### config.mk
export PLATFORM = sky130hd
export DESIGN_NAME = branch_update_queue
export DESIGN_NICKNAME = d
export VERILOG_FILES = /design/src/rtl/branch_update_queue.sv
export SDC_FILE = /design/constraint.sdc
export NUM_CORES = 1
export LEC_CHECK = 0
export BUFFER_PORTS_ARGS = -buffer_cell sky130_fd_sc_hd__buf_2
export CAP_MARGIN = 40
export CELL_PAD_IN_SITES_DETAIL_PLACEMENT = 2
export CELL_PAD_IN_SITES_GLOBAL_PLACEMENT = 2
export CORE_MARGIN = 3
export CORE_UTILIZATION = 47
export CTS_BUF_LIST = sky130_fd_sc_hd__clkbuf_8 sky130_fd_sc_hd__clkbuf_16
export CTS_CLUSTER_SIZE = 24
export DETAILED_ROUTE_END_ITERATION = 10
export PLACE_DENSITY_LB_ADDON = 0.08
export SETUP_SLACK_MARGIN = 0.4
export SLEW_MARGIN = 20
export SYNTH_ARGS = -nofsm -noshare
export SYNTH_HDL_FRONTEND = slang
export SYNTH_SLANG_ARGS = --single-unit
### constraint.sdc
create_clock -name clk -period 5.35 [get_ports clk]
set_input_delay 0.535 -clock clk [delete_from_list [all_inputs] [get_ports clk]]
set_output_delay 0.535 -clock clk [all_outputs]
set_load 0.02 [all_outputs]
### src/rtl/branch_update_queue.sv
// ---------------------------------------------------------------------------
// branch_update_queue
//   In-order tracker for branches predicted by the local 2-bit saturating-
//   counter predictor. The frontend allocates an entry per predicted branch.
//   Execute resolves entries out of order by tag. Resolved entries retire
//   oldest-first, one per cycle, as a counter-update request to the predictor.
//
// Ports
//   clk, rst          clock; synchronous active-high reset
//   flush             squash every in-flight entry (pipeline redirect)
//   alloc_*           allocation handshake; alloc_tag is the slot being given
//   resolve_*         out-of-order outcome report by tag
//   upd_*             registered predictor update request (upd_valid strobe)
//
// Optional feature (macro BRANCH_UPDATE_QUEUE_STATS_EN)
//   stat_commits, stat_mispredicts: saturating 16-bit event counters.
// ---------------------------------------------------------------------------
module branch_update_queue #(
  parameter int unsigned DEPTH = 8,
  parameter int unsigned PC_W  = 10,
  parameter int unsigned TAG_W = 3
) (
  input  logic             clk,
  input  logic             rst,
  input  logic             flush,
  input  logic             alloc_valid,
  output logic             alloc_ready,
  input  logic [PC_W-1:0]  alloc_pc,
  input  logic [1:0]       alloc_counter,
  output logic [TAG_W-1:0] alloc_tag,
  input  logic             resolve_valid,
  input  logic [TAG_W-1:0] resolve_tag,
  input  logic             resolve_taken,
  output logic [PC_W-1:0]  upd_pc,
  output logic             upd_taken,
  output logic [1:0]       upd_counter,
  output logic             upd_valid,
  output logic             upd_mispredict
`ifdef BRANCH_UPDATE_QUEUE_STATS_EN
  ,
  output logic [15:0]      stat_commits,
  output logic [15:0]      stat_mispredicts
`endif
);

  localparam int unsigned PTR_W  = TAG_W + 1;
  localparam int unsigned CTR_W  = 2;
  localparam int unsigned STAT_W = 16;

  // Per-entry storage
  logic [DEPTH-1:0] r_valid;
  logic [DEPTH-1:0] r_resolved;
  logic [DEPTH-1:0] r_taken;
  logic [PC_W-1:0]  r_pc      [DEPTH];
  logic [CTR_W-1:0] r_counter [DEPTH];

  // Pointers carry one extra wrap bit so full and empty are distinguishable
  logic [PTR_W-1:0] r_head;
  logic [PTR_W-1:0] r_tail;

  // Registered update request
  logic [PC_W-1:0]  r_upd_pc;
  logic             r_upd_taken;
  logic [CTR_W-1:0] r_upd_counter;
  logic             r_upd_valid;
  logic             r_upd_mispredict;

  logic [PTR_W-1:0] w_count;
  logic [TAG_W-1:0] w_head_idx;
  logic [TAG_W-1:0] w_tail_idx;
  logic             w_alloc_fire;
  logic             w_resolve_fire;
  logic             w_commit_fire;
  logic             w_commit_mispredict;

  // Occupancy and handshake, all from registered state
  assign w_count     = r_tail - r_head;
  assign w_head_idx  = r_head[TAG_W-1:0];
  assign w_tail_idx  = r_tail[TAG_W-1:0];
  assign alloc_ready = (w_count < PTR_W'(DEPTH));
  assign alloc_tag   = w_tail_idx;

  // A commit in the same cycle does not free a slot for allocation
  assign w_alloc_fire = alloc_valid & alloc_ready;

  // Only a live, still-unresolved entry accepts an outcome
  assign w_resolve_fire = resolve_valid & r_valid[resolve_tag] & ~r_resolved[resolve_tag];

  // Head retires as soon as it is resolved; an unresolved head blocks the rest
  assign w_commit_fire       = r_valid[w_head_idx] & r_resolved[w_head_idx];
  assign w_commit_mispredict = r_counter[w_head_idx][1] ^ r_taken[w_head_idx];

  // Entry state and pointers; flush squashes everything, allocate is applied
  // last so it wins over a same-index resolve
  always_ff @(posedge clk) begin
    if (rst || flush) begin
      r_valid    <= '0;
      r_resolved <= '0;
      r_head     <= '0;
      r_tail     <= '0;
    end else begin
      if (w_resolve_fire) begin
        r_resolved[resolve_tag] <= 1'b1;
      end
      if (w_commit_fire) begin
        r_valid[w_head_idx]    <= 1'b0;
        r_resolved[w_head_idx] <= 1'b0;
        r_head                 <= r_head + PTR_W'(1);
      end
      if (w_alloc_fire) begin
        r_valid[w_tail_idx]    <= 1'b1;
        r_resolved[w_tail_idx] <= 1'b0;
        r_tail                 <= r_tail + PTR_W'(1);
      end
    end
  end

  // Payload storage; writes during a flush land in entries that are
  // being invalidated, so they need no gating
  always_ff @(posedge clk) begin
    if (w_resolve_fire) begin
      r_taken[resolve_tag] <= resolve_taken;
    end
    if (w_alloc_fire) begin
      r_pc[w_tail_idx]      <= alloc_pc;
      r_counter[w_tail_idx] <= alloc_counter;
      r_taken[w_tail_idx]   <= 1'b0;
    end
  end

  // Predictor update request; payload holds between strobes
  always_ff @(posedge clk) begin
    if (rst) begin
      r_upd_valid      <= 1'b0;
      r_upd_pc         <= '0;
      r_upd_taken      <= 1'b0;
      r_upd_counter    <= '0;
      r_upd_mispredict <= 1'b0;
    end else if (flush) begin
      r_upd_valid <= 1'b0;
    end else if (w_commit_fire) begin
      r_upd_valid      <= 1'b1;
      r_upd_pc         <= r_pc[w_head_idx];
      r_upd_taken      <= r_taken[w_head_idx];
      r_upd_counter    <= r_counter[w_head_idx];
      r_upd_mispredict <= w_commit_mispredict;
    end else begin
      r_upd_valid <= 1'b0;
    end
  end

  assign upd_valid      = r_upd_valid;
  assign upd_pc         = r_upd_pc;
  assign upd_taken      = r_upd_taken;
  assign upd_counter    = r_upd_counter;
  assign upd_mispredict = r_upd_mispredict;

`ifdef BRANCH_UPDATE_QUEUE_STATS_EN
  logic [STAT_W-1:0] r_stat_commits;
  logic [STAT_W-1:0] r_stat_mispredicts;
  logic              w_stat_event;

  // Counted on the edge that raises upd_valid so the counters track the pulse
  assign w_stat_event = w_commit_fire & ~flush;

  // Saturating event counters; cleared only by reset
  always_ff @(posedge clk) begin
    if (rst) begin
      r_stat_commits     <= '0;
      r_stat_mispredicts <= '0;
    end else if (w_stat_event) begin
      if (r_stat_commits != {STAT_W{1'b1}}) begin
        r_stat_commits <= r_stat_commits + STAT_W'(1);
      end
      if (w_commit_mispredict && (r_stat_mispredicts != {STAT_W{1'b1}})) begin
        r_stat_mispredicts <= r_stat_mispredicts + STAT_W'(1);
      end
    end
  end

  assign stat_commits     = r_stat_commits;
  assign stat_mispredicts = r_stat_mispredicts;
`endif

endmodule

* After elaboration in Yosys (flattened, before gate mapping)
Memory sizes are Yosys's and may differ from the RTL's. A register that Yosys moved wholly into a read port is not among the register bits.
Cells that the tools add are included.
** Cells by class
- Add/sub/neg operators :: 3
- $mul :: 0
- Div/mod/pow operators :: 0
- Order comparisons :: 7
- Equal/unequal tests :: 0
- Shift-type cells :: 0
- Multiplexer cells :: 32
- Bitwise operators :: 15
- Reduce and logical (&&, ||, !) cells :: 6
** Operators by type and width (number)
- $mux W8 :: 10
- $and A8 B8 Y8 :: 4
- $not A8 Y8 :: 2
- $or A8 B8 Y8 :: 2
- $bmux W1 S3 :: 5
- $lt A3 B4 Y1 const B :: 3
- $mux W1 :: 11
- $demux W1 S3 :: 3
- $ge A3 B1 Y1 const B :: 3
- $add A4 B1 Y4 const B :: 2
- $bwmux W8 :: 1
- $mux W3 :: 2
- $and A1 B1 Y1 :: 4
- $lt A4 B4 Y1 const B :: 1
- $sub A4 B4 Y4 :: 1
- $logic_and A1 B1 Y1 :: 3
- $not A1 Y1 :: 2
- $reduce_and A2 Y1 :: 1
- $reduce_or A2 Y1 :: 1
- $logic_or A1 B1 Y1 :: 1
- $xor A1 B1 Y1 :: 1
** Storage, ports and cells
- Register bits after elaboration :: 37
- Latch bits :: 0
- Bits in writable memories :: 96
- Memory bits (read-only) :: 0
- Input bits :: 21
- Memories :: 2
** Memories
- r_pc :: depth 8, bits a word 10, read ports 1, clocked after memory_dff 1, write ports 1, RTL line 54 : logic [PC_W-1:0] r_pc [DEPTH];
- r_counter :: depth 8, bits a word 2, read ports 1, clocked after memory_dff 1, write ports 1, RTL line 55 : logic [CTR_W-1:0] r_counter [DEPTH];

* Longest topological paths before layout
Gate-level depths: netlist of run 1.
- Depth after elaboration :: 12
- Depth in mapped cells :: 12

* Worst setup path after synthesis of run 1
No wires, ideal clock.
- Path kind :: flip-flop to flip-flop
- From :: reg r_head[1]
- To :: mem r_counter[2][0], enable pin
- Library setup time :: 0.395 ns
- Arrival time :: 2.251 ns
- Required time :: 4.955 ns
- Slack :: 2.703 ns
- Stages on the path, launching flop included :: 9
- Period minus slack after synthesis :: 2.647 ns
- Cells stage by stage :: dfxtp_1 > buf_6 > inv_1 > buf_2 > ha_1 > nand2_1 > o21ai_1 > xnor2_1 > nor4_2
** On the way
- Cells in the longest elaborated chain, start to end :: 5
** RTL lines
- start, declared :: RTL line 58 : logic [PTR_W-1:0] r_head;
- start signal, assigned :: RTL line 108 : r_head <= r_head + PTR_W'(1);
- $sub A4 B4 Y4 :: RTL line 77 : assign w_count = r_tail - r_head;
- $lt A4 B4 Y1 :: RTL line 80 : assign alloc_ready = (w_count < PTR_W'(DEPTH));
- $and A1 B1 Y1 :: RTL line 84 : assign w_alloc_fire = alloc_valid & alloc_ready;
- $mux W1 :: RTL line 124 : if (w_alloc_fire) begin
- $mux W1 (not written as such) :: RTL line 126 : r_counter[w_tail_idx] <= alloc_counter;
- end, declared :: RTL line 55
No other way between the ends.

* Worst setup path in the final report of run 1
- From :: reg r_head[1]
- To :: mem r_counter[4][1], enable pin
The elaborated chain is that of the path after synthesis.

==> impl_table.tex, run 1 <==
\begin{tabular}{lr}
\hline
Metric & Value \\
\hline
\multicolumn{2}{l}{\textbf{STA}} \\
Worst slack on hold paths & 0.3902 ns \\
Fmax & 0.2890 GHz \\
Aggregate negative setup slack & 0 ns \\
Clock skew after layout & 0.01123 ns \\
Period utilisation layout & 64.68\% \\
Slew @ Worst Pin & 0.7932 ns \\
Endpoints failing setup & 0 \\
Final hold violation count & 0 \\
Max-slew violation count & 0 \\
Final period demand of the worst path & 3.460 ns \\
RSZ-0062 raised after global routing & false \\
Worst-case headroom to the max-slew limit & 47.12\% \\
\multicolumn{2}{l}{\textbf{Floorplanning}} \\
Horizontal die dimension & 120.3 um \\
Number of rows created at floorplan & 41 \\
Area enclosed by the die boundary & 14480 sq um \\
Initial Utilization & 48.30\% \\
Die height & 120.3 um \\
Top-Level Pins & 40 \\
Core area & 12720 sq um \\
\multicolumn{2}{l}{\textbf{CTS}} \\
Hold-fix buffer count after cts & 0 \\
Maximum count of clock buffers along a single path & 2 \\
Clock tree root driver cell & sky130\_fd\_sc\_hd\_\_clkbuf\_16 \\
Clock slew at reported path FFs & 0.06 ns \\
Total number of H-tree levels & 4 \\
Number of resized instances in the post-cts repair step & 0 \\
Total CTS buffers & 17 \\
Skew-Pair Late Insertion Delay & 0.42 ns \\
\# Post-CTS Setup Buffers & 0 \\
TritonCTS clock tree & built \\
Clock sink count & 146 \\
\multicolumn{2}{l}{\textbf{Yosys}} \\
Proportion of synthesized flip-flops having asynchronous set or reset & 0\% \\
Number of warnings issued by yosys & 0 \\
Unique masters post-synth & 67 \\
Post-synthesis instance area & 6145 sq um \\
Post-synth net total & 428 \\
Synthesized instance count & 403 \\
Count of flip-flops with a built-in enable after synthesis & 96 \\
Mean Syn Cell Area & 15.25 sq um \\
Synthesis-stage register bit count & 146 \\
Leading register cell type out of synthesis & sky130\_fd\_sc\_hd\_\_edfxtp\_1 \\
Share of synthesized area occupied by flip-flops and latches & 63.21\% \\
\multicolumn{2}{l}{\textbf{Detailed routing}} \\
Number of remaining DRC errors & 0 \\
Number of optimization iterations in the first detailed-route pass & 4 \\
Drt via density & 5.915 \\
Final ANT Viol Nets & 0 \\
Via total after detailed routing & 3738 \\
Total detailed-routing wirelength & 17340 um \\
Iteration-0 DRC count of the detailed router & 213 \\
Wire length per cell & 27.44 um \\
\multicolumn{2}{l}{\textbf{Job}} \\
Max Cap Violations & 0 \\
\multicolumn{2}{l}{\textbf{Critical path}} \\
Critical path buffers and inverters & 3 \\
CP Launch Type & flip-flop \\
Element type at the critical path end & flip-flop \\
Cell at the slowest stage of the critical path & sky130\_fd\_sc\_hd\_\_dfxtp\_1 \\
Worst Path Class, Setup & flip-flop to flip-flop \\
Cell breakdown of the critical path & inv\_1, ha\_1, nand2\_1, o21ai\_1, xnor2\_1, buf\_4, or3\_1, inv\_1 \\
Worst endpoint data arrival time & 3.51 ns \\
Required time at the worst-slack endpoint & 5.40 ns \\
Maximum single-stage delay on the critical path & 0.62 ns \\
Dominant cell type by count on the critical path & sky130\_fd\_sc\_hd\_\_inv\_1 \\
Family of cells with the greatest summed delay on the critical path & buffers and inverters \\
Worst-path maximum fanout & 14 \\
\multicolumn{2}{l}{\textbf{Pwr}} \\
Worst supply voltage drop on vdd & 0.2454 mV \\
Part of the power in combinational logic & 2.8\% \\
Int Power & 1923 uW \\
Sequential power share & 49.6\% \\
Static leakage & 0.002502 uW \\
Net switching share of the total power & 21.69\% \\
Overall power consumption & 2455 uW \\
Switching power & 532.6 uW \\
Part of the power in the clock network & 47.6\% \\
Total power density per cell area & 349.1 nW/um\^{}2 \\
\multicolumn{2}{l}{\textbf{Layout}} \\
Area growth syn-to-layout & 14.46\% \\
Count of nets after finishing & 472 \\
Final standard cell area without fillers & 7033 sq um \\
Share of layout cells above drive strength 1 & 29.78\% \\
Final core utilization & 55.28\% \\
Footprint of the multi-input gates & 2023 sq um \\
Antenna fix cells & 0 \\
Filler cells & 1175 \\
FF/Latch Area & 3885 sq um \\
\multicolumn{2}{l}{\textbf{Place}} \\
Final weighted congestion in routability-driven placement & 0.8362 \\
Post-detail-place hpwl & 11130 um \\
Port bufs & 39 \\
Area after DPL & 6449 sq um \\
\multicolumn{2}{l}{\textbf{Global routing}} \\
Wire length of the first global-routing pass & 26490 um \\
All-layer global routing usage & 25.46\% \\
Number of antenna violations at the first check in global routing & 1 \\
Global route total overflow & 0 \\
Largest net degree at the start of global routing & 30 \\
Number of global-route vias before repair & 4258 \\
\multicolumn{2}{l}{\textbf{Hold path}} \\
Path type of the worst min-delay path & input port to flip-flop \\
\multicolumn{2}{l}{\textbf{Status}} \\
Run status & completed \\
\hline
\end{tabular}
-- state kept, by name (all words and copies together), names as in the netlist, 2 cells and up, named ones only --
name / flops
upd_pc: 10
r_resolved: 8
r_taken: 8
r_tail: 4
r_counter: 16
r_valid: 8
r_head: 4
r_pc: 80
upd_counter: 2
-- power groups by stage --
| stage | sequential [uW] | combinational [uW] | clock [uW] |
|---|---|---|---|
| 2_1_floorplan | 1240 | 33.6 | 0 |
| 3_3_place_gp | 1240 | 63.9 | 0 |
| 3_5_place_dp | 1240 | 67.5 | 0 |
| 4_1_cts | 1220 | 69.1 | 1190 |
| 5_1_grt | 1220 | 74.6 | 1230 |
| 6_report | 1220 | 68.6 | 1170 |
-- synth_stat cells (2+ instances only) --
| master | count | area share [%] |
|---|---|---|
| sky130_fd_sc_hd__a211oi_1 | 8 | 0.98 |
| sky130_fd_sc_hd__a211oi_2 | 9 | 1.8 |
| sky130_fd_sc_hd__a21oi_1 | 25 | 2.0 |
| sky130_fd_sc_hd__a31oi_1 | 2 | 0.20 |
| sky130_fd_sc_hd__and2_1 | 2 | 0.20 |
| sky130_fd_sc_hd__and2b_2 | 2 | 0.29 |
| sky130_fd_sc_hd__and3b_1 | 2 | 0.29 |
| sky130_fd_sc_hd__and4_1 | 2 | 0.29 |
| sky130_fd_sc_hd__buf_4 | 5 | 0.61 |
| sky130_fd_sc_hd__buf_6 | 9 | 1.6 |
| sky130_fd_sc_hd__clkbuf_1 | 7 | 0.43 |
| sky130_fd_sc_hd__dfxtp_1 | 50 | 16 |
| sky130_fd_sc_hd__edfxtp_1 | 96 | 47 |
| sky130_fd_sc_hd__ha_1 | 4 | 0.81 |
| sky130_fd_sc_hd__inv_1 | 9 | 0.55 |
| sky130_fd_sc_hd__mux2i_1 | 21 | 3.4 |
| sky130_fd_sc_hd__mux4_2 | 25 | 9.2 |
| sky130_fd_sc_hd__nand2_1 | 9 | 0.55 |
| sky130_fd_sc_hd__nand2b_1 | 3 | 0.31 |
| sky130_fd_sc_hd__nand3_1 | 9 | 0.73 |
| sky130_fd_sc_hd__nand4_1 | 4 | 0.41 |
| sky130_fd_sc_hd__nor2_1 | 20 | 1.2 |
| sky130_fd_sc_hd__nor2b_1 | 5 | 0.51 |
| sky130_fd_sc_hd__nor3_1 | 6 | 0.49 |
| sky130_fd_sc_hd__nor3_2 | 2 | 0.33 |
| sky130_fd_sc_hd__nor3_4 | 2 | 0.53 |
| sky130_fd_sc_hd__nor4_1 | 2 | 0.20 |
| sky130_fd_sc_hd__o211ai_1 | 2 | 0.24 |
| sky130_fd_sc_hd__o21a_1 | 7 | 0.86 |
| sky130_fd_sc_hd__o21ai_0 | 13 | 1.1 |
| sky130_fd_sc_hd__or3_1 | 3 | 0.31 |
| sky130_fd_sc_hd__xnor2_1 | 2 | 0.29 |
| sky130_fd_sc_hd__xor2_1 | 2 | 0.29 |
-- metrics by stage --
stage                     std cells  setup WS (ns)
after floorplan                 403          2.703
after global placement          596          2.135
after detailed placement        600          2.094
after CTS                       632          1.933
after global routing            632          1.747
final                           632          1.890
-- layer usage --
layer	part of all wire (%)	global-route usage [%]	up-vias
li1	-	-	1655
met1	41	30.76	1937
met2	52	44.50	102
met3	3.9	5.332	42
met4	3.2	10.48	2
met5	0.075	0	-
-- layout by cell type (no fill, tap or decap), drive strengths merged, types with 3 or more instances in the layout --
master	instances
nor2b	5
or3	3
a21oi	26
edfxtp	96
a211oi	17
clkinv	9
nand2b	4
o21ai	14
buf	50
clkbuf	17
nand3	10
and2b	3
a31oi	3
mux4	25
nor3	10
ha	4
nand4	4
nor2	20
dfxtp	50
nor4	3
inv	13
mux2i	21
o21a	7
nand2	11
-- layout make-up --
| type | instances | area share [%] |
|---|---|---|
| inverters | 10 | 0.5693 |
| multi-input cells | 222 | 28.77 |
| flip-flops and latches | 146 | 55.24 |
| repair buffers | 50 | 4.056 |
| well taps | 172 | 3.060 |
| clock buffers | 17 | 6.049 |
| clock inverters | 15 | 2.259 |
-- path summary, 6_finish.rpt --
| path | from | endpoint | slack [ns] | depth (start not counted) |
|---|---|---|---|---|
| worst min register to register | r_tail[3]$_SDFFE_PP0P_ | r_tail[3]$_SDFFE_PP0P_ | 0.52 | 2 |
| worst min-delay path | alloc_pc[7] | r_pc[7][7]$_DFFE_PP_ | 0.39 | 1 |
| worst max register to register | r_head[1]$_SDFFE_PP0N_ | r_counter[4][1]$_DFFE_PP_ | 1.89 | 8 |
| worst max-delay path | r_head[1]$_SDFFE_PP0N_ | r_counter[4][1]$_DFFE_PP_ | 1.89 | 8 |
-- logic make-up (layout without fill, tap and decap cells) --
group / count (synthesis) / after routing / synth area share (%)
DFF: 146 / 146 / 63.20
adders and majority gates: 4 / 4 / 0.8145
buffers and inverters: 35 / 92 / 4.011
xor gates and xnor gates: 4 / 4 / 0.5703
AOI/OAI and AO/OA: 80 / 80 / 9.795
muxes: 47 / 47 / 12.77
and+or+nand+nor: 87 / 87 / 8.838
Note: power is estimated with default switching activity, not from simulation.
==> inputs of run 2 (changes only) <==
--- a/config.mk
+++ b/config.mk
@@ -10,7 +10,7 @@
 export CELL_PAD_IN_SITES_DETAIL_PLACEMENT = 2
 export CELL_PAD_IN_SITES_GLOBAL_PLACEMENT = 2
 export CORE_MARGIN = 3
-export CORE_UTILIZATION = 47
+export CORE_UTILIZATION = 44
 export CTS_BUF_LIST = sky130_fd_sc_hd__clkbuf_8 sky130_fd_sc_hd__clkbuf_16
 export CTS_CLUSTER_SIZE = 24
 export DETAILED_ROUTE_END_ITERATION = 10
==> constraint.sdc (replaced) <==
create_clock -name clk -period 3.2 [get_ports clk]
set_input_delay 0.32 -clock clk [delete_from_list [all_inputs] [get_ports clk]]
set_output_delay 0.32 -clock clk [all_outputs]
set_load 0.02 [all_outputs]
==> run 2 against run 1 <==
Effect of this change:
- maximum frequency up 33%
- setup slack worse by 1.3 ns
- die area up 6.5%
- critical endpoint is now r_pc[3][1]$_DFFE_PP_
- highest routed layer is now met4
==> impl_table.tex, run 2 (same netlist as run 1, synthesis figures left out) <==
\begin{tabular}{lr}
\hline
Metric & Value \\
\hline
\multicolumn{2}{l}{\textbf{CTS}} \\
Clock tree root driver cell & sky130\_fd\_sc\_hd\_\_clkbuf\_16 \\
Clock sink count & 146 (unchanged) \\
TritonCTS clock tree & built \\
Number of resized instances in the post-cts repair step & 0 (unchanged) \\
Skew-Pair Late Insertion Delay & 0.42 ns (about the same) \\
Total number of H-tree levels & 4 (unchanged) \\
Maximum count of clock buffers along a single path & 2 (unchanged) \\
Total CTS buffers & 17 (unchanged) \\
Clock slew at reported path FFs & 0.06 ns (about the same) \\
Hold-fix buffer count after cts & 0 (unchanged) \\
\# Post-CTS Setup Buffers & 0 (unchanged) \\
\multicolumn{2}{l}{\textbf{Hold path}} \\
Hold Startpoint & alloc\_pc[2] \\
Path type of the worst min-delay path & input port to flip-flop \\
\multicolumn{2}{l}{\textbf{Layout}} \\
Filler cells & 1273 (+8.3\%) \\
Flip-flop count of the largest register, all copies and words added & 80 (unchanged) \\
Top library cells by usage in the layout, fill and taps aside & sky130\_fd\_sc\_hd\_\_edfxtp\_1 (96), sky130\_fd\_sc\_hd\_\_dfxtp\_1 (48), sky130\_fd\_sc\_hd\_\_buf\_2 (39), sky130\_fd\_sc\_hd\_\_a21oi\_1 (25), sky130\_fd\_sc\_hd\_\_mux4\_2 (25) \\
Antenna fix cells & 0 (unchanged) \\
Area growth syn-to-layout & 15.07\% \\
Most common library cell in the layout ignoring fill and taps & sky130\_fd\_sc\_hd\_\_edfxtp\_1 \\
Reg with most FFs & r\_pc \\
Share of layout cells above drive strength 1 & 30.45\% (+0.67 points) \\
Count of nets after finishing & 475 (+0.64\%) \\
\multicolumn{2}{l}{\textbf{Critical path}} \\
Worst-path maximum fanout & 14 (unchanged) \\
Worst reg2reg path endpoint & r\_pc[3][1]\$\_DFFE\_PP\_ \\
Cell at the slowest stage of the critical path & sky130\_fd\_sc\_hd\_\_dfxtp\_1 \\
Number of stages on the worst setup path & 8 (unchanged) \\
Element type at the critical path end & flip-flop \\
Required time at the worst-slack endpoint & 3.25 ns (-2.15 ns) \\
Destination of the critical timing path & r\_pc[3][1]\$\_DFFE\_PP\_ \\
Reg-to-reg critical path startpoint & r\_tail[2]\$\_SDFFE\_PP0P\_ \\
Worst endpoint data arrival time & 2.65 ns (-0.86 ns) \\
Critical path buffers and inverters & 3 (unchanged) \\
Depth of the worst register-to-register path & 8 (unchanged) \\
CP Launch Type & flip-flop \\
Maximum single-stage delay on the critical path & 0.58 ns (-0.04 ns) \\
Flop2flop setup slack & 0.59 ns (-1.29 ns) \\
Family of cells with the greatest summed delay on the critical path & buffers and inverters \\
Worst Path Class, Setup & flip-flop to flip-flop \\
Startpoint of the most critical setup path & r\_tail[2]\$\_SDFFE\_PP0P\_ \\
Cell breakdown of the critical path & ha\_1, a21oi\_1, o21ai\_1, xnor2\_1, buf\_4, inv\_4, nand3\_1, clkinvlp\_4 \\
\multicolumn{2}{l}{\textbf{Status}} \\
Run status & completed \\
\multicolumn{2}{l}{\textbf{Detailed routing}} \\
Iteration-0 DRC count of the detailed router & 230 (+8.0\%) \\
Number of remaining DRC errors & 0 (unchanged) \\
Wire length per cell & 26.10 um (-4.9\%) \\
Number of optimization iterations in the first detailed-route pass & 4 (unchanged) \\
Drt via density & 5.696 (-3.7\%) \\
Via total after detailed routing & 3640 (-2.6\%) \\
Final ANT Viol Nets & 0 (unchanged) \\
Total detailed-routing wirelength & 16680 um (-3.8\%) \\
\multicolumn{2}{l}{\textbf{Global routing}} \\
Number of antenna violations at the first check in global routing & 0 (-1) \\
Largest net degree at the start of global routing & 29 (-3.3\%) \\
Number of global-route vias before repair & 4246 (-0.28\%) \\
Wire length of the first global-routing pass & 25610 um (-3.3\%) \\
All-layer global routing usage & 23.50\% (-2.0 points) \\
Global route total overflow & 0 (unchanged) \\
\multicolumn{2}{l}{\textbf{STA}} \\
Final hold violation count & 0 (unchanged) \\
Worst slack on hold paths & 0.1870 ns (-0.2032 ns) \\
Fmax & 0.3838 GHz (+33\%) \\
Endpoints failing setup & 0 (unchanged) \\
Final setup margin & 0.5948 ns (-1.295 ns) \\
Max-slew violation count & 0 (unchanged) \\
Period utilisation layout & 81.41\% (+17 points) \\
Slew @ Worst Pin & 0.7361 ns (-0.05714 ns) \\
Clock skew after layout & 0.009265 ns (-0.001966 ns) \\
Aggregate negative setup slack & 0 ns (unchanged) \\
Worst-case headroom to the max-slew limit & 50.93\% (+3.8 points) \\
Final period demand of the worst path & 2.605 ns (-0.8550 ns) \\
RSZ-0062 raised after global routing & false \\
\multicolumn{2}{l}{\textbf{Floorplanning}} \\
Top-Level Pins & 40 (unchanged) \\
Area enclosed by the die boundary & 15420 sq um (+6.5\%) \\
Number of rows created at floorplan & 42 (+2.4\%) \\
Horizontal die dimension & 124.2 um (+3.2\%) \\
Core area & 13450 sq um (+5.7\%) \\
Die height & 124.2 um (+3.2\%) \\
Initial Utilization & 45.68\% (-2.6 points) \\
\multicolumn{2}{l}{\textbf{Pwr}} \\
Worst supply voltage drop on vdd & 0.3653 mV (+49\%) \\
Overall power consumption & 4151 uW (+69\%) \\
Static leakage & 0.002485 uW (-0.66\%) \\
Total power density per cell area & 587.0 nW/um\^{}2 (+68\%) \\
\multicolumn{2}{l}{\textbf{Place}} \\
Final weighted congestion in routability-driven placement & 0.7925 (-5.2\%) \\
Port bufs & 39 (unchanged) \\
Dpl ws & 0.4881 ns (-1.606 ns) \\
Post-detail-place hpwl & 10880 um (-2.2\%) \\
\multicolumn{2}{l}{\textbf{Job}} \\
Max Cap Violations & 0 (unchanged) \\
\hline
\end{tabular}
-- run 2: cell count changes in the layout (fill, tap and decap cells not counted), moves of 2 or more --
cell,change
sky130_fd_sc_hd__clkinv_2,-2
sky130_fd_sc_hd__buf_4,+4
sky130_fd_sc_hd__clkinvlp_4,+5
sky130_fd_sc_hd__clkinv_4,-3
-- run 2: power breakdown --
group          leakage (uW)  switching (uW)  internal, uW
Sequential          0.00128            8.36          2030
Combinational      0.000932            79.0          35.6
Clock              0.000278             785          1220
-- run 2: layout make-up --
cell class,count,area (sq um),share of cell area (%)
clock buffers,17,425.4,6.017
clock inverters,15,167.7,2.371
inverters,10,47.55,0.6724
multi-input cells,222,2023,28.61
flip-flops and latches,146,3886,54.96
well taps,176,220.2,3.114
repair buffers,53,300.3,4.247
-- run 2: worst reg2reg max path, stage by stage, from the launching register on --
cell and delay, ns:
sky130_fd_sc_hd__dfxtp_1 0.58, sky130_fd_sc_hd__ha_1 0.33, sky130_fd_sc_hd__a21oi_1 0.14, sky130_fd_sc_hd__o21ai_1 0.10, sky130_fd_sc_hd__xnor2_1 0.22, sky130_fd_sc_hd__buf_4 0.24, sky130_fd_sc_hd__inv_4 0.08, sky130_fd_sc_hd__nand3_1 0.16
sky130_fd_sc_hd__clkinvlp_4 0.37
-- run 2: worst min-delay path by stage --
stage | endpoint | slack (ns) | depth (start not counted)
finish | r_pc[7][2]$_DFFE_PP_ | 0.19 | 1
CTS | r_pc[3][4]$_DFFE_PP_ | 0.17 | 1
detailed placement | r_taken[4]$_DFF_P_ | 0.49 | 2
floorplan | upd_mispredict$_SDFFE_PP0P_ | 0.38 | 1
global placement | r_taken[1]$_DFF_P_ | 0.48 | 2
global route | r_pc[7][2]$_DFFE_PP_ | 0.18 | 1
-- run 2: routing by layer --
layer / global-route usage (%) / part of all wire, % / vias to the layer above
met2: 40.98 / 53 / 82
met3: 4.405 / 4.0 / 18
met1: 29.73 / 42 / 1882
met4: 7.324 / 1.2 / 0
li1: - / - / 1658
met5: 0 / 0 / -
-- run 2: metrics by stage --
stage	cell area (sq um)	util, %	cells
after floorplan	6145	-	403
after global placement	6469	48.08	607
after detailed placement	6469	48.08	607
after CTS	7062	52.49	639
after global routing	7071	52.56	639
final	7071	52.56	639
==> inputs of run 3 (changes only) <==
==> constraint.sdc (replaced) <==
create_clock -name clk -period 2.6 [get_ports clk]
set_input_delay 0.26 -clock clk [delete_from_list [all_inputs] [get_ports clk]]
set_output_delay 0.26 -clock clk [all_outputs]
set_load 0.02 [all_outputs]
==> run 3 against run 2 <==
Effect of this change:
- clock power grew 21%
- sequential power grew 23%
- maximum frequency grew 23%
- power grew 22%
- combinational power grew 30%
- via count grew 6.1%
- setup slack lost 0.11 ns
==> impl_table.tex, run 3 (same netlist as run 1, synthesis figures left out) <==
\begin{tabular}{lr}
\hline
Metric & Value \\
\hline
\multicolumn{2}{l}{\textbf{Status}} \\
Run status & completed \\
\multicolumn{2}{l}{\textbf{Critical path}} \\
Worst-path maximum fanout & 8 (-6) \\
Element type at the critical path end & flip-flop \\
Required time at the worst-slack endpoint & 2.71 ns (-0.54 ns) \\
Family of cells with the greatest summed delay on the critical path & buffers and inverters \\
Depth of the worst register-to-register path & 9 (+1) \\
Reg-to-reg critical path startpoint & r\_head[2]\$\_SDFFE\_PP0N\_ \\
Cell at the slowest stage of the critical path & sky130\_fd\_sc\_hd\_\_dfxtp\_2 \\
Worst endpoint data arrival time & 2.23 ns (-0.42 ns) \\
Number of stages on the worst setup path & 9 (+1) \\
Maximum single-stage delay on the critical path & 0.33 ns (-0.25 ns) \\
Worst Path Class, Setup & flip-flop to flip-flop \\
Dominant cell type by count on the critical path & sky130\_fd\_sc\_hd\_\_buf\_6 \\
Critical path buffers and inverters & 4 (+1) \\
CP Launch Type & flip-flop \\
Startpoint of the most critical setup path & r\_head[2]\$\_SDFFE\_PP0N\_ \\
Cell breakdown of the critical path & inv\_2, ha\_4, a21oi\_2, o21ai\_2, xnor2\_2, buf\_6, buf\_6, nor4\_4, buf\_6 \\
\multicolumn{2}{l}{\textbf{Layout}} \\
Most common library cell in the layout ignoring fill and taps & sky130\_fd\_sc\_hd\_\_edfxtp\_1 \\
Share of layout cells above drive strength 1 & 35.48\% (+5.0 points) \\
Flip-flop count of the largest register, all copies and words added & 80 (unchanged) \\
Reg with most FFs & r\_pc \\
Area growth syn-to-layout & 19.39\% \\
Cell Count, Final, Fillers Out & 658 (+3.0\%) \\
Antenna fix cells & 0 (unchanged) \\
Count of nets after finishing & 494 (+4.0\%) \\
Top library cells by usage in the layout, fill and taps aside & sky130\_fd\_sc\_hd\_\_edfxtp\_1 (96), sky130\_fd\_sc\_hd\_\_dfxtp\_1 (46), sky130\_fd\_sc\_hd\_\_buf\_2 (39), sky130\_fd\_sc\_hd\_\_mux4\_2 (25) \\
Filler cells & 1239 (-2.7\%) \\
Final standard cell area without fillers & 7336 sq um (+3.8\%) \\
\multicolumn{2}{l}{\textbf{STA}} \\
Period utilisation layout & 81.42\% (about the same) \\
Fmax & 0.4724 GHz (+23\%) \\
Final period demand of the worst path & 2.117 ns (-0.4883 ns) \\
Worst slack on hold paths & 0.1148 ns (-0.07224 ns) \\
Worst-case headroom to the max-slew limit & 69.10\% (+18 points) \\
Final hold violation count & 0 (unchanged) \\
Aggregate negative setup slack & 0 ns (unchanged) \\
Slew @ Worst Pin & 0.4570 ns (-0.2791 ns) \\
Clock skew after layout & 0.01034 ns (+0.001075 ns) \\
Endpoints failing setup & 0 (unchanged) \\
RSZ-0062 raised after global routing & true \\
Max-slew violation count & 0 (unchanged) \\
\multicolumn{2}{l}{\textbf{Detailed routing}} \\
Drt via density & 5.871 (+3.1\%) \\
Number of optimization iterations in the first detailed-route pass & 4 (unchanged) \\
Final ANT Viol Nets & 0 (unchanged) \\
Number of remaining DRC errors & 0 (unchanged) \\
Wire length per cell & 26.27 um (+0.66\%) \\
Total detailed-routing wirelength & 17290 um (+3.7\%) \\
Iteration-0 DRC count of the detailed router & 221 (-3.9\%) \\
Via total after detailed routing & 3863 (+6.1\%) \\
\multicolumn{2}{l}{\textbf{CTS}} \\
Skew-Pair Late Insertion Delay & 0.42 ns (about the same) \\
Total CTS buffers & 17 (unchanged) \\
Clock sink count & 146 (unchanged) \\
Clock tree root driver cell & sky130\_fd\_sc\_hd\_\_clkbuf\_16 \\
TritonCTS clock tree & built \\
Hold-fix buffer count after cts & 0 (unchanged) \\
Clock slew at reported path FFs & 0.06 ns (about the same) \\
Maximum count of clock buffers along a single path & 2 (unchanged) \\
Total number of H-tree levels & 4 (unchanged) \\
\multicolumn{2}{l}{\textbf{Floorplanning}} \\
Area enclosed by the die boundary & 15420 sq um (unchanged) \\
Die height & 124.2 um (unchanged) \\
Number of rows created at floorplan & 42 (unchanged) \\
Horizontal die dimension & 124.2 um (unchanged) \\
Core area & 13450 sq um (unchanged) \\
Top-Level Pins & 40 (unchanged) \\
Initial Utilization & 45.68\% (unchanged) \\
\multicolumn{2}{l}{\textbf{Place}} \\
Final weighted congestion in routability-driven placement & 0.7747 (-2.2\%) \\
Cells after DPL & 612 (+0.82\%) \\
Port bufs & 39 (unchanged) \\
Area after DPL & 6558 sq um (+1.4\%) \\
Post-detail-place hpwl & 10760 um (-1.1\%) \\
\multicolumn{2}{l}{\textbf{Global routing}} \\
All-layer global routing usage & 24.32\% (+0.82 points) \\
Number of antenna violations at the first check in global routing & 0 (unchanged) \\
Wire length of the first global-routing pass & 26920 um (+5.1\%) \\
Global route total overflow & 0 (unchanged) \\
Number of global-route vias before repair & 4319 (+1.7\%) \\
Largest net degree at the start of global routing & 29 (unchanged) \\
\multicolumn{2}{l}{\textbf{Hold path}} \\
Hold Startpoint & alloc\_pc[5] \\
Path type of the worst min-delay path & input port to flip-flop \\
Worst hold path depth & 1 (unchanged) \\
\multicolumn{2}{l}{\textbf{Pwr}} \\
Total power density per cell area & 692.8 nW/um\^{}2 (+18\%) \\
Static leakage & 0.002616 uW (+5.3\%) \\
Worst supply voltage drop on vdd & 0.6768 mV (+85\%) \\
Overall power consumption & 5083 uW (+22\%) \\
\multicolumn{2}{l}{\textbf{Job}} \\
Max Cap Violations & 0 (unchanged) \\
\hline
\end{tabular}
[run 3: cell count changes in the layout (fill, tap and decap cells not counted), moves of 2 or more]
cell                         change
sky130_fd_sc_hd__nor3_4          +2
sky130_fd_sc_hd__buf_4          +10
sky130_fd_sc_hd__buf_12          +4
sky130_fd_sc_hd__nor3_2          -2
sky130_fd_sc_hd__dfxtp_1         -2
sky130_fd_sc_hd__inv_6           +4
sky130_fd_sc_hd__inv_8           +2
sky130_fd_sc_hd__inv_2           +2
sky130_fd_sc_hd__clkinvlp_4      -2
sky130_fd_sc_hd__inv_1           -4
sky130_fd_sc_hd__buf_6           +4
[run 3: worst paths after layout]
kind / endpoint / slack, ns
worst min register to register: r_tail[3]$_SDFFE_PP0P_ / 0.51
worst max register to register: r_counter[2][0]$_DFFE_PP_ / 0.48
worst max-delay path: r_counter[2][0]$_DFFE_PP_ / 0.48
worst min-delay path: r_pc[0][5]$_DFFE_PP_ / 0.11
[run 3: layout make-up]
type,instances,area (sq um),share of cell area [%]
repair buffers,72,515.5,7.027
well taps,176,220.2,3.002
multi-input cells,222,2071,28.23
clock inverters,15,157.7,2.149
inverters,10,55.05,0.7505
flip-flops and latches,146,3891,53.04
clock buffers,17,425.4,5.799
[run 3: repair_timing]
item                                   CTS  global route
buffers inserted                        12             2
endpoints found under the hold margin    0             0
pin swaps                                2             4
setup endpoints to repair               72            81
gates resized for setup                  6            12
[run 3: power breakdown]
part / leakage [uW] / internal (uW) / switching, uW / total [uW]
Sequential: 0.00128 / 2490 / 10.2 / 2500
Clock: 0.000285 / 1430 / 1000 / 2430
Combinational: 0.00105 / 51.1 / 99.3 / 150
Total: 0.00262 / 3970 / 1110 / 5080
[run 3: through the flow]
| stage | util, % | worst slack (ns) |
|---|---|---|
| 6_report | 54.53 | 0.4831 |
| 4_1_cts | 54.23 | 0.4183 |
| 3_5_place_dp | 48.74 | 0.1442 |
| 5_1_grt | 54.53 | 0.3907 |
| 2_1_floorplan | - | 0.4024 |
| 3_3_place_gp | 48.74 | 0.2185 |
[run 3: layer usage]
| metal | GRT usage (%) | vias to the layer above | routed length, um |
|---|---|---|---|
| met2 | 40.71 | 78 | 8786 |
| met4 | 7.118 | 0 | 276 |
| met1 | 32.34 | 2057 | 7629 |
| met5 | 0 | - | 0 |
| met3 | 4.723 | 21 | 596 |
| li1 | - | 1707 | - |
